<file path="src/rtl/mire_gen.sv">
`default_nettype none
// ============================================================================
//  Module   : mire_gen
//  Purpose  : Wishbone-master test-pattern generator. Paints a full
//             HDISP x VDISP RGB565 frame (grid, colour bars, checker or
//             solid fill) into a framebuffer, yielding the bus between
//             bursts and optionally repeating frame after frame.
//  Revision : 1.0  initial release
// ============================================================================
module mire_gen #(
  parameter int                vga_HDISP = 640,
  parameter int                vga_VDISP = 480,
  parameter int                DATA_W    = 16,
  parameter int                ADR_W     = 32,
  parameter logic [ADR_W-1:0]  BASE_ADDR = '0,
  parameter int                GRID_LOG2 = 4,
  parameter int                BURST_LEN = 64,
  parameter int                YIELD_CYC = 4
) (
  input  logic                clk,
  input  logic                rst_n,
  input  logic                start,
  input  logic                continuous,
  input  logic [1:0]          mode,
  input  logic [15:0]         fill_color,
  output logic                busy,
  output logic                frame_done,
  output logic                wb_cyc_o,
  output logic                wb_stb_o,
  output logic                wb_we_o,
  output logic [DATA_W/8-1:0] wb_sel_o,
  output logic [ADR_W-1:0]    wb_adr_o,
  output logic [DATA_W-1:0]   wb_dat_o,
  input  logic                wb_ack_i
);

  // Pixels carried by one bus word (1 for 16-bit, 2 for 32-bit).
  localparam int PPW   = DATA_W / 16;
  // Counters are widened so that bit GRID_LOG2 always exists for the checker.
  localparam int X_W   = ($clog2(vga_HDISP) > GRID_LOG2) ? $clog2(vga_HDISP) : GRID_LOG2 + 1;
  localparam int Y_W   = ($clog2(vga_VDISP + 1) > GRID_LOG2) ? $clog2(vga_VDISP + 1) : GRID_LOG2 + 1;
  localparam int BAR_W = vga_HDISP / 8;
  localparam int BP_W  = (BAR_W > 1) ? $clog2(BAR_W) : 1;
  localparam int BS_W  = 3 + BP_W;
  localparam int BC_W  = (BURST_LEN > 1) ? $clog2(BURST_LEN) : 1;
  localparam int YC_W  = (YIELD_CYC > 1) ? $clog2(YIELD_CYC) : 1;

  localparam logic [X_W-1:0]   X_LAST     = X_W'(vga_HDISP - PPW);
  localparam logic [X_W-1:0]   X_STEP     = X_W'(PPW);
  localparam logic [Y_W-1:0]   Y_LAST     = Y_W'(vga_VDISP - 1);
  localparam logic [ADR_W-1:0] ADR_STEP   = ADR_W'(DATA_W / 8);
  localparam logic [BP_W-1:0]  BAR_LAST   = BP_W'((BAR_W > 0) ? BAR_W - 1 : 0);
  // With fewer than 8 pixels per line every bar is empty and bar 7 applies.
  localparam logic [2:0]       BAR_FIRST  = (BAR_W > 0) ? 3'd0 : 3'd7;
  localparam logic [BC_W-1:0]  BURST_LAST = BC_W'(BURST_LEN - 1);
  localparam logic [YC_W-1:0]  YIELD_LAST = YC_W'(YIELD_CYC - 1);

  typedef enum logic [2:0] {
    ST_IDLE  = 3'd0,
    ST_LOAD  = 3'd1,
    ST_BURST = 3'd2,
    ST_YIELD = 3'd3,
    ST_DONE  = 3'd4
  } state_t;

  state_t            r_state;
  logic [1:0]        r_mode;
  logic [15:0]       r_fill;
  logic [X_W-1:0]    r_x;
  logic [Y_W-1:0]    r_y;
  logic [ADR_W-1:0]  r_adr;
  logic [2:0]        r_bar_idx;
  logic [BP_W-1:0]   r_bar_pos;
  logic [BC_W-1:0]   r_burst;
  logic [YC_W-1:0]   r_yield;

  logic [DATA_W-1:0] w_word;
  logic [BS_W-1:0]   w_bar_adv;
  logic              w_last;

  // Colour of one pixel given its coordinates and its colour-bar index.
  function automatic logic [15:0] pix_color(
    input logic [1:0]     m,
    input logic [15:0]    fill,
    input logic [X_W-1:0] px,
    input logic [Y_W-1:0] py,
    input logic [2:0]     bar
  );
    logic [15:0] c;
    c = 16'h0000;
    case (m)
      2'd0: c = ((px[GRID_LOG2-1:0] == '0) || (py[GRID_LOG2-1:0] == '0)) ? 16'hFFFF : 16'h0000;
      2'd1: begin
        case (bar)
          3'd0:    c = 16'hFFFF;
          3'd1:    c = 16'hFFE0;
          3'd2:    c = 16'h07FF;
          3'd3:    c = 16'h07E0;
          3'd4:    c = 16'hF81F;
          3'd5:    c = 16'hF800;
          3'd6:    c = 16'h001F;
          default: c = 16'h0000;
        endcase
      end
      2'd2:    c = (px[GRID_LOG2] ^ py[GRID_LOG2]) ? 16'hFFFF : 16'h0000;
      default: c = fill;
    endcase
    return c;
  endfunction

  // Advance the {bar index, position-in-bar} tracker by one pixel; the
  // last bar absorbs any leftover pixels at the right edge.
  function automatic logic [BS_W-1:0] bar_step(input logic [BS_W-1:0] b);
    logic [2:0]      idx;
    logic [BP_W-1:0] pos;
    {idx, pos} = b;
    if (idx != 3'd7) begin
      if (pos == BAR_LAST) begin
        idx = idx + 3'd1;
        pos = '0;
      end else begin
        pos = pos + BP_W'(1);
      end
    end
    return {idx, pos};
  endfunction

  assign w_last = (r_x == X_LAST) && (r_y == Y_LAST);

  generate
    if (DATA_W == 32) begin : g_word32
      logic [X_W-1:0]  w_x_odd;
      logic [BS_W-1:0] w_bar_odd;
      assign w_x_odd   = r_x + X_W'(1);
      assign w_bar_odd = bar_step({r_bar_idx, r_bar_pos});
      assign w_bar_adv = bar_step(w_bar_odd);
      assign w_word    = {pix_color(r_mode, r_fill, w_x_odd, r_y, w_bar_odd[BS_W-1 -: 3]),
                          pix_color(r_mode, r_fill, r_x, r_y, r_bar_idx)};
    end else begin : g_word16
      assign w_bar_adv = bar_step({r_bar_idx, r_bar_pos});
      assign w_word    = pix_color(r_mode, r_fill, r_x, r_y, r_bar_idx);
    end
  endgenerate

  // Frame sequencer: walks the raster, presents each word, and handles
  // the post-ack bubble, fair-play yield and frame completion.
  always_ff @(posedge clk or negedge rst_n) begin
    if (!rst_n) begin
      r_state    <= ST_IDLE;
      r_mode     <= 2'd0;
      r_fill     <= 16'h0000;
      r_x        <= '0;
      r_y        <= '0;
      r_adr      <= BASE_ADDR;
      r_bar_idx  <= BAR_FIRST;
      r_bar_pos  <= '0;
      r_burst    <= '0;
      r_yield    <= '0;
      busy       <= 1'b0;
      frame_done <= 1'b0;
      wb_cyc_o   <= 1'b0;
      wb_stb_o   <= 1'b0;
      wb_we_o    <= 1'b0;
      wb_sel_o   <= '0;
      wb_adr_o   <= '0;
      wb_dat_o   <= '0;
    end else begin
      frame_done <= 1'b0;
      case (r_state)
        ST_IDLE: begin
          if (start) begin
            r_mode    <= mode;
            r_fill    <= fill_color;
            r_x       <= '0;
            r_y       <= '0;
            r_adr     <= BASE_ADDR;
            r_bar_idx <= BAR_FIRST;
            r_bar_pos <= '0;
            r_burst   <= '0;
            busy      <= 1'b1;
            wb_cyc_o  <= 1'b1;
            wb_we_o   <= 1'b1;
            r_state   <= ST_LOAD;
          end
        end

        ST_LOAD: begin
          wb_adr_o <= r_adr;
          wb_dat_o <= w_word;
          wb_sel_o <= '1;
          wb_stb_o <= 1'b1;
          r_state  <= ST_BURST;
        end

        ST_BURST: begin
          if (!wb_stb_o) begin
            // Bubble after an ack: present the next word from the updated raster position.
            wb_adr_o <= r_adr;
            wb_dat_o <= w_word;
            wb_sel_o <= '1;
            wb_stb_o <= 1'b1;
          end else if (wb_ack_i) begin
            wb_stb_o <= 1'b0;
            wb_sel_o <= '0;
            r_adr    <= r_adr + ADR_STEP;
            if (r_x == X_LAST) begin
              r_x       <= '0;
              r_y       <= r_y + Y_W'(1);
              r_bar_idx <= BAR_FIRST;
              r_bar_pos <= '0;
            end else begin
              r_x                    <= r_x + X_STEP;
              {r_bar_idx, r_bar_pos} <= w_bar_adv;
            end
            if (w_last) begin
              // busy drops together with the frame_done pulse unless another frame follows.
              wb_cyc_o   <= 1'b0;
              wb_we_o    <= 1'b0;
              frame_done <= 1'b1;
              busy       <= continuous;
              r_burst    <= '0;
              r_state    <= ST_DONE;
            end else if (r_burst == BURST_LAST) begin
              wb_cyc_o <= 1'b0;
              wb_we_o  <= 1'b0;
              r_burst  <= '0;
              r_yield  <= '0;
              r_state  <= ST_YIELD;
            end else begin
              r_burst <= r_burst + BC_W'(1);
            end
          end
        end

        ST_YIELD: begin
          if (r_yield == YIELD_LAST) begin
            wb_cyc_o <= 1'b1;
            wb_we_o  <= 1'b1;
            r_state  <= ST_LOAD;
          end else begin
            r_yield <= r_yield + YC_W'(1);
          end
        end

        ST_DONE: begin
          if (busy) begin
            r_mode    <= mode;
            r_fill    <= fill_color;
            r_x       <= '0;
            r_y       <= '0;
            r_adr     <= BASE_ADDR;
            r_bar_idx <= BAR_FIRST;
            r_bar_pos <= '0;
            r_burst   <= '0;
            wb_cyc_o  <= 1'b1;
            wb_we_o   <= 1'b1;
            r_state   <= ST_LOAD;
          end else begin
            r_state <= ST_IDLE;
          end
        end

        default: r_state <= ST_IDLE;
      endcase
    end
  end

endmodule
`default_nettype wire

</file>
<file path="config.mk">
export PLATFORM = sky130hd
export DESIGN_NAME = mire_gen
export DESIGN_NICKNAME = d
export VERILOG_FILES = /design/src/rtl/mire_gen.sv
export SDC_FILE = /design/constraint.sdc
export NUM_CORES = 1
export LEC_CHECK = 0
export ABC_AREA = 1
export CORE_MARGIN = 3
export CORE_UTILIZATION = 30
export CTS_BUF_LIST = sky130_fd_sc_hd__clkbuf_2 sky130_fd_sc_hd__clkbuf_4 sky130_fd_sc_hd__clkbuf_8
export DETAILED_ROUTE_END_ITERATION = 7
export GPL_TIMING_DRIVEN = 0
export PLACE_DENSITY = 0.51
export SYNTH_ARGS = -nofsm -noshare
export SYNTH_HDL_FRONTEND = slang
export SYNTH_SLANG_ARGS = --single-unit
</file>
<file path="constraint.sdc">
create_clock -name clk -period 3 [get_ports clk]
set_clock_uncertainty 0.05 [all_clocks]
set_input_delay 0.6 -clock clk [delete_from_list [all_inputs] [get_ports clk]]
set_output_delay 0.6 -clock clk [all_outputs]
set_load 0.01 [all_outputs]
</file>
==> impl_results.md, run 1 <==
- Status: finished, final reports clean
- Top FF cell, synth: dfrtp_1
- Worst-margin pin slew: 623 ps
- Post-Synth Simple-Gate Area: 31.3%
- Detail Route Antenna Nets: 0
- WS Path Type: register to primary output
- CTS Buffer Depth: 2
- Slack of the worst reg-to-reg path: 1000 ps
- Post-CTS resize count: 0
- Area share of the largest cell type after synthesis: 48.6%
- Root Buffer: clkbuf_8
- Die width: 162 um
- Clk_lat worst skew: 450 ps
- Total chip power: between 7 and 8 mW
- Post-synth EDFFs: 0
- Most frequent cell after synthesis: nand2_1
- Syn nets: 976
- Worst EP arrival: 1470 ps
- Reg-to-reg critical path endpoint: r_fill[13]$_DFFE_PN0P_
- Routed len/inst: 14.2 um
- CTS tree: yes
- Starting Density: 30.7%
- Cell Area, Placed: 0.00845 mm2
- Post-Synth XOR/XNOR Area: 1.69%
- # setup viols final: 0
- Ports: just under 80
- Most instantiated cells after synthesis: nand2_1, dfrtp_1, nor2_1
- Register area share after synthesis: 48.6%
- Full die area: 0.0261 mm2
- Core area: 0.0236 mm2
- Initial antenna violation count: 0
- Post-Syn Area: roughly 0.0073 mm2
- Final net count: 1072
- CP max FO: 3
- GP Congestion: 0.863
- Fmax: 472 MHz
- Top post-synthesis cells by area: dfrtp_1, nand2_1, nor2_1
- Largest net degree at the start of global routing: 82
- H-tree Lvls: 4
- Syn avg cell area: 7.73 um2
- Max_slew headroom: 58.5%
- FFs w/ async S/R, synth: 100%
- # hold bufs at CTS: 0
- Crit path launch type: register
- Synthesis Warnings: 0
- Drt total wl: 19.5 mm
- Crit-path leading delay family: buffers and inverters
- Fin area: 0.00889 mm2
- DRC violations left: 0
- Share of layout cells above drive strength 1: under 10%
- Max_cap viols: 0
- FF-to-FF path depth: 7
- Critical path's largest stage delay: 520 ps
- Worst-path clk slew: roughly 90 ps
- Slowest cell on crit path: clkdlybuf4s50_1
- Synth Area in Adders: under 10%
- Fin. max-slew vios: 0
- CTS Buf Count: 17
- Syn Inst Count: 939
- Drt first pass iters: 5
- First-pass GRT wire length: 32.4 mm
- Unrepaired setup endpoints after global routing: no
- Post-synthesis mux area share: 0.138%
- Rows: 56
- Hold Crit Class: primary input to async pin
- Clk sinks: ~140
- Critical Path, Cell by Cell: buf_4 -> clkdlybuf4s50_1
- Synth-to-Final Area Change: 22.6%
- RR Startpoint: r_state[0]$_DFFE_PN0P_
- Port bufs: 76
- VDD IR max: 0.376 mV
- Final Cycle Share: 70.7%
- Unique cell type count in the Yosys netlist: 34
- DP Wirelength: 14.0 mm
- Postcts setup bufs: 0
- Final Hold Fails: 0
- Tot GR Track Use: 15.4%
- Vias in the first global route: 6206
- Pwr Density: 845 mW/mm2
- Crit path time final: 2120 ps
- Avg Vias per Cell: ~4.6
- Post-synthesis compound-gate area fraction: 8.81%
- Yosys reg bits: 141
- Largest family of logic cells by synthesized area: simple AND/OR/NAND/NOR gates
- Cell taking the most area after synthesis: dfrtp_1
- Worst EP required: 2350 ps
- Via count: 6348
- Grt ovf: 0
- Crit path buffers/inverters: 2
- # diodes: 0
- 1st-iter DRT viols: ~390
- Die Y: 162 um
- Critical path endpoint category: primary output
- Leakage: approximately 4 nW
==> layer usage <==
| layer | vias up | track usage, % | routed length [um] |
|---|---|---|---|
| li1 | 3195 | - | - |
| met2 | 112 | 24.1 | 8700 |
| met1 | 3026 | 22.1 | 9750 |
| met3 | 15 | 3.15 | 807 |
| met4 | 0 | 3.64 | 206 |
| met5 | - | 0 | 0 |
==> through the flow <==
stage	worst slack, ps	std cells	setup TNS [ps]	hold WS [ps]	util, %
3_5_place_dp	514	1335	0	410	35.8
5_1_grt	788	1367	0	108	37.7
2_1_floorplan	1390	939	0	254	-
3_3_place_gp	-4920	1334	-691050	408	35.6
4_1_cts	839	1367	0	95.3	37.7
6_report	880	1367	0	90.6	37.7
==> sequential cells by signal, summed over array words and instances, names as in the netlist <==
signal / cells
r_yield: 2
r_y: 9
wb_sel_o: 1
busy: 1
r_x: 10
wb_adr_o: 31
wb_dat_o: 16
r_state: 3
r_mode: 2
r_bar_idx: 3
r_adr: 31
frame_done: 1
r_bar_pos: 7
r_burst: 6
r_fill: 16
wb_we_o: 1
wb_stb_o: 1
==> kinds of logic (layout without fill, tap and decap cells) <==
kind of cell               after synthesis  in the layout
DFF                                    141            141
muxes                                    1              1
xor gates and xnor gates                14             14
other                                    1              1
adders and majority gates               14             14
buffers and inverters                  118            227
and+or+nand+nor                        536            536
AOI/OAI and AO/OA                      114            114
==> power breakdown <==
group	total, mW	internal (mW)	switching, mW
sequential	2.57	2.31	0.268
clock	1.75	0.883	0.863
combinational	3.20	1.14	2.06
total	7.52	4.33	3.19
==> worst max-delay path by stage <==
stage / cells after the start / start / slack (ps) / to
after floorplan: 8 / wb_ack_i / 1390 / r_adr[4]$_DFFE_PN0P_
after global placement: 1 / rst_n / -4920 / r_fill[8]$_DFFE_PN0P_
after detailed placement: 7 / wb_ack_i / 510 / r_fill[13]$_DFFE_PN0P_
after CTS: 2 / wb_we_o$_DFFE_PN0P_ / 840 / wb_we_o
after global routing: 7 / r_state[0]$_DFFE_PN0P_ / 790 / r_fill[13]$_DFFE_PN0P_
final: 2 / wb_we_o$_DFFE_PN0P_ / 880 / wb_we_o
==> layout make-up <==
| class | instances | area, um2 |
|---|---|---|
| Multi-Input combinational cell | 680 | 3220 |
| Tap cell | 319 | 399 |
| Sequential cell | 141 | 3530 |
| Timing Repair Buffer | 77 | 790 |
| Clock inverter | 14 | 201 |
| Buffer | 30 | 176 |
| Clock buffer | 18 | 248 |
| Inverter | 88 | 330 |
| Fill cell | 2543 | 14700 |
==> cell usage in the layout, fill, tap and decap left out, types with 8 or more instances in the layout <==
| cell | netlist | layout |
|---|---|---|
| o21ai_1 | 30 | 30 |
| inv_1 | 84 | 84 |
| buf_4 | 8 | 8 |
| clkbuf_8 | 0 | 18 |
| o21ai_0 | 53 | 53 |
| clkdlybuf4s50_1 | 0 | 75 |
| nand2_1 | 283 | 283 |
| ha_1 | 14 | 14 |
| buf_2 | 15 | 15 |
| nand3_1 | 67 | 67 |
| a21oi_1 | 12 | 12 |
| nand4_1 | 20 | 20 |
| o22a_1 | 16 | 16 |
| dfrtp_1 | 141 | 141 |
| nor2_1 | 132 | 132 |
No activity file was read; power rests on OpenSTA's default activity.
==> run 2, diff against run 1 <==
--- a/config.mk
+++ b/config.mk
@@ -11,7 +11,7 @@
 export CTS_BUF_LIST = sky130_fd_sc_hd__clkbuf_2 sky130_fd_sc_hd__clkbuf_4 sky130_fd_sc_hd__clkbuf_8
 export DETAILED_ROUTE_END_ITERATION = 7
 export GPL_TIMING_DRIVEN = 0
-export PLACE_DENSITY = 0.51
+export PLACE_DENSITY = 0.52
 export SYNTH_ARGS = -nofsm -noshare
 export SYNTH_HDL_FRONTEND = slang
 export SYNTH_SLANG_ARGS = --single-unit
==> constraint.sdc (replaced) <==
create_clock -name clk -period 1.91 [get_ports clk]
set_clock_uncertainty 0.05 [all_clocks]
set_input_delay 0.382 -clock clk [delete_from_list [all_inputs] [get_ports clk]]
set_output_delay 0.382 -clock clk [all_outputs]
set_load 0.01 [all_outputs]
==> run 2 against run 1 <==
Compared with the run above:
- register-to-register slack got worse by 890 ps
- non-clock buffer count grew 12
- setup slack got worse by 810 ps
- routed wire length fell by 1.2%
- worst hold slack better by 280 ps
- final cell count up 0.88%
- sequential cell count unchanged
- global-route usage decreased by 0.14 points
- total power up 59%
- first-iteration DRC count decreased by 3.9%
- critical endpoint is now wb_adr_o[3]
- largest power group unchanged
- highest routed layer unchanged
==> impl_results.md, run 2 (synthesized netlist as in run 1, its figures left out) <==
- Via count: 6398 (+0.79%)
- FF-to-FF path depth: 10 (+3)
- Crit path time final: ~1800 ps
- Layout fillers: 2505 (-1.5%)
- Total chip power: 12.0 mW (+59%)
- Die Y: 162 um (unchanged)
- Final net count: 1084 (+1.1%)
- Core area: 0.0236 mm2 (unchanged)
- Fmax: 544 MHz
- Grt ovf: 0 (unchanged)
- First-pass GRT wire length: 32.3 mm (-0.47%)
- Drt total wl: 19.2 mm (-1.2%)
- Share of layout cells above drive strength 1: 10.6% (+2.4 points)
- Fin Setup TNS: 0 ps (unchanged)
- Placed cell count: 1335 (unchanged)
- Critical path's largest stage delay: 560 ps (+40 ps)
- Synth-to-Final Area Change: 24.7%
- Largest net degree at the start of global routing: 96 (+17%)
- Tot GR Track Use: 15.3% (-0.14 points)
- # setup viols final: 0 (unchanged)
- Starting Density: 30.7% (unchanged)
- WS Path Type: register to primary output
- # diodes: 0 (unchanged)
- Hold_ws: 372 ps (+281 ps)
- CTS Buf Count: 17 (unchanged)
- Final worst slack: 72.7 ps (-807 ps)
- Status: finished, final reports clean
- GP Congestion: 0.872 (+1.0%)
- Critical path endpoint category: primary output
- Worst-margin pin slew: 613 ps (-9.28 ps)
- Worst-path clk slew: 90 ps (about the same)
- DP Worst Slack: -376 ps (-890 ps)
- Crit path launch type: register
- Worst EP required: 1480 ps (-870 ps)
- Crit path buffers/inverters: 1 (-1)
- Drt first pass iters: 5 (unchanged)
- Top flop regs: r_adr x31, wb_adr_o x31
- Crit-path leading delay family: buffers and inverters
- Area of the multi-input gates: 0.00327 mm2 (+1.6%)
- Clk sinks: 141 (unchanged)
- Avg Vias per Cell: 4.64 (about the same)
- Leakage: 4.10 nW (+2.4%)
- Port bufs: 76 (unchanged)
- Routed len/inst: 13.9 um (-2.1%)
- Clk_lat worst skew: 460 ps (about the same)
- 1st-iter DRT viols: 372 (-3.9%)
- DRC violations left: 0 (unchanged)
- Critical Path Stages: 1 (-1)
- CP max FO: 2 (-1)
- CTS tree: yes
- Ports: 78 (unchanged)
- Initial antenna violation count: 0 (unchanged)
- Detail Route Antenna Nets: 0 (unchanged)
- Fin area: 0.00905 mm2 (+1.7%)
- Slowest cell on crit path: clkdlybuf4s50_1
- Reg area: 0.00353 mm2 (about the same)
- Finished Core Util: 38.3% (+0.65 points)
- Rows: 56 (unchanged)
- Max_cap viols: 0 (unchanged)
- Critical Path, Cell by Cell: clkdlybuf4s50_1
- Worst EP arrival: 1410 ps (-60 ps)
- Final Non-Filler Cells: 1379 (+0.88%)
- Pwr Density: 1320 mW/mm2 (+56%)
- Most frequent cells in the layout: nand2_1, dfrtp_1, nor2_1, inv_1, clkdlybuf4s50_1
- CTS Buffer Depth: 2 (unchanged)
- Vias in the first global route: 6310 (+1.7%)
- Unrepaired setup endpoints after global routing: yes
- Final Cycle Share: 96.2%
- Full die area: 0.0261 mm2 (unchanged)
- H-tree Lvls: 4 (unchanged)
- Final Hold Fails: 0 (unchanged)
- VDD IR max: 0.622 mV (+66%)
- Crit path from: wb_adr_o[3]$_DFFE_PN0P_
- DP Wirelength: 13.9 mm (-1.0%)
- Commonest non-fill, non-tap cell in the layout: nand2_1
- Cell Area, Placed: 0.00845 mm2 (unchanged)
- Die width: 162 um (unchanged)
- Fin. max-slew vios: 0 (unchanged)
- Hold Crit Class: primary input to async pin
- Max_slew headroom: 58.8% (+0.30 points)
- Root Buffer: clkbuf_8
- RR Startpoint: wb_stb_o$_DFFE_PN0P_
[run 2: changes by cell type in the layout (fill, tap and decap cells not counted), moves of 3 or more]
cell / before / now
nor2_2: 3 / 7
nor2_1: 132 / 127
buf_6: 3 / 7
buf_4: 8 / 20
inv_8: 4 / 7
clkbuf_4: 0 / 3
dlymetal6s2s_1: 0 / 3
buf_2: 15 / 7
nand2_4: 0 / 4
clkdlybuf4s50_1: 75 / 70
[run 2: worst register-to-register path, cell delays in order, from the launching register on]
cell and delay, ps:
dfrtp_1 420, buf_4 160, nand2_1 50, nand3_1 130, nand2_1 150, nor2_4 220, buf_8 170, buf_6 170
nand3_1 80, nand2_1 70, nor2_1 40
[run 2: final timing paths]
path,to,slack (ps)
worst min-delay path,r_state[2]$_DFFE_PN0P_,370
max in group asynchronous,wb_adr_o[23]$_DFFE_PN0P_,620
min in group clk,r_fill[7]$_DFFE_PN0P_,410
worst min register to register,wb_adr_o[19]$_DFFE_PN0P_,430
worst max register to register,r_burst[2]$_DFFE_PN0P_,110
worst max-delay path,wb_adr_o[3],70
[run 2: layout make-up]
cell class                      count  share of cell area [%]
Clock inverter                     15                    1.83
Clock buffer                       17                    2.59
Timing Repair Buffer               89                    9.80
Sequential cell                   141                    39.0
Buffer                             30                    2.48
Inverter                           88                    3.69
Tap cell                          319                    4.41
Multi-Input combinational cell    680                    36.2
[run 2: layer usage]
metal  GRT usage [%]  part of all wire (%)  up-vias
li1                -                     -     3241
met2            24.3                    45      120
met5               0                     0        -
met4            3.05                  0.82        0
met3            3.44                   4.7       16
met1            21.6                    49     3021
[run 2: power by group]
part | switching, mW | total (mW) | internal, mW
clock network | 1.41 | 2.52 | 1.11
registers | 0.426 | 4.05 | 3.63
logic | 3.30 | 5.39 | 2.09
total | 5.13 | 12.0 | 6.82
[run 2: repair_timing]
item | 4_1_cts | 5_1_grt
setup buffers | 1 | 10
hold buffers | 1 | 0
resized for setup | 11 | 35
pin swaps | 0 | 5
endpoints found under the setup margin | 39 | 115
endpoints found under the hold margin | 46 | 0
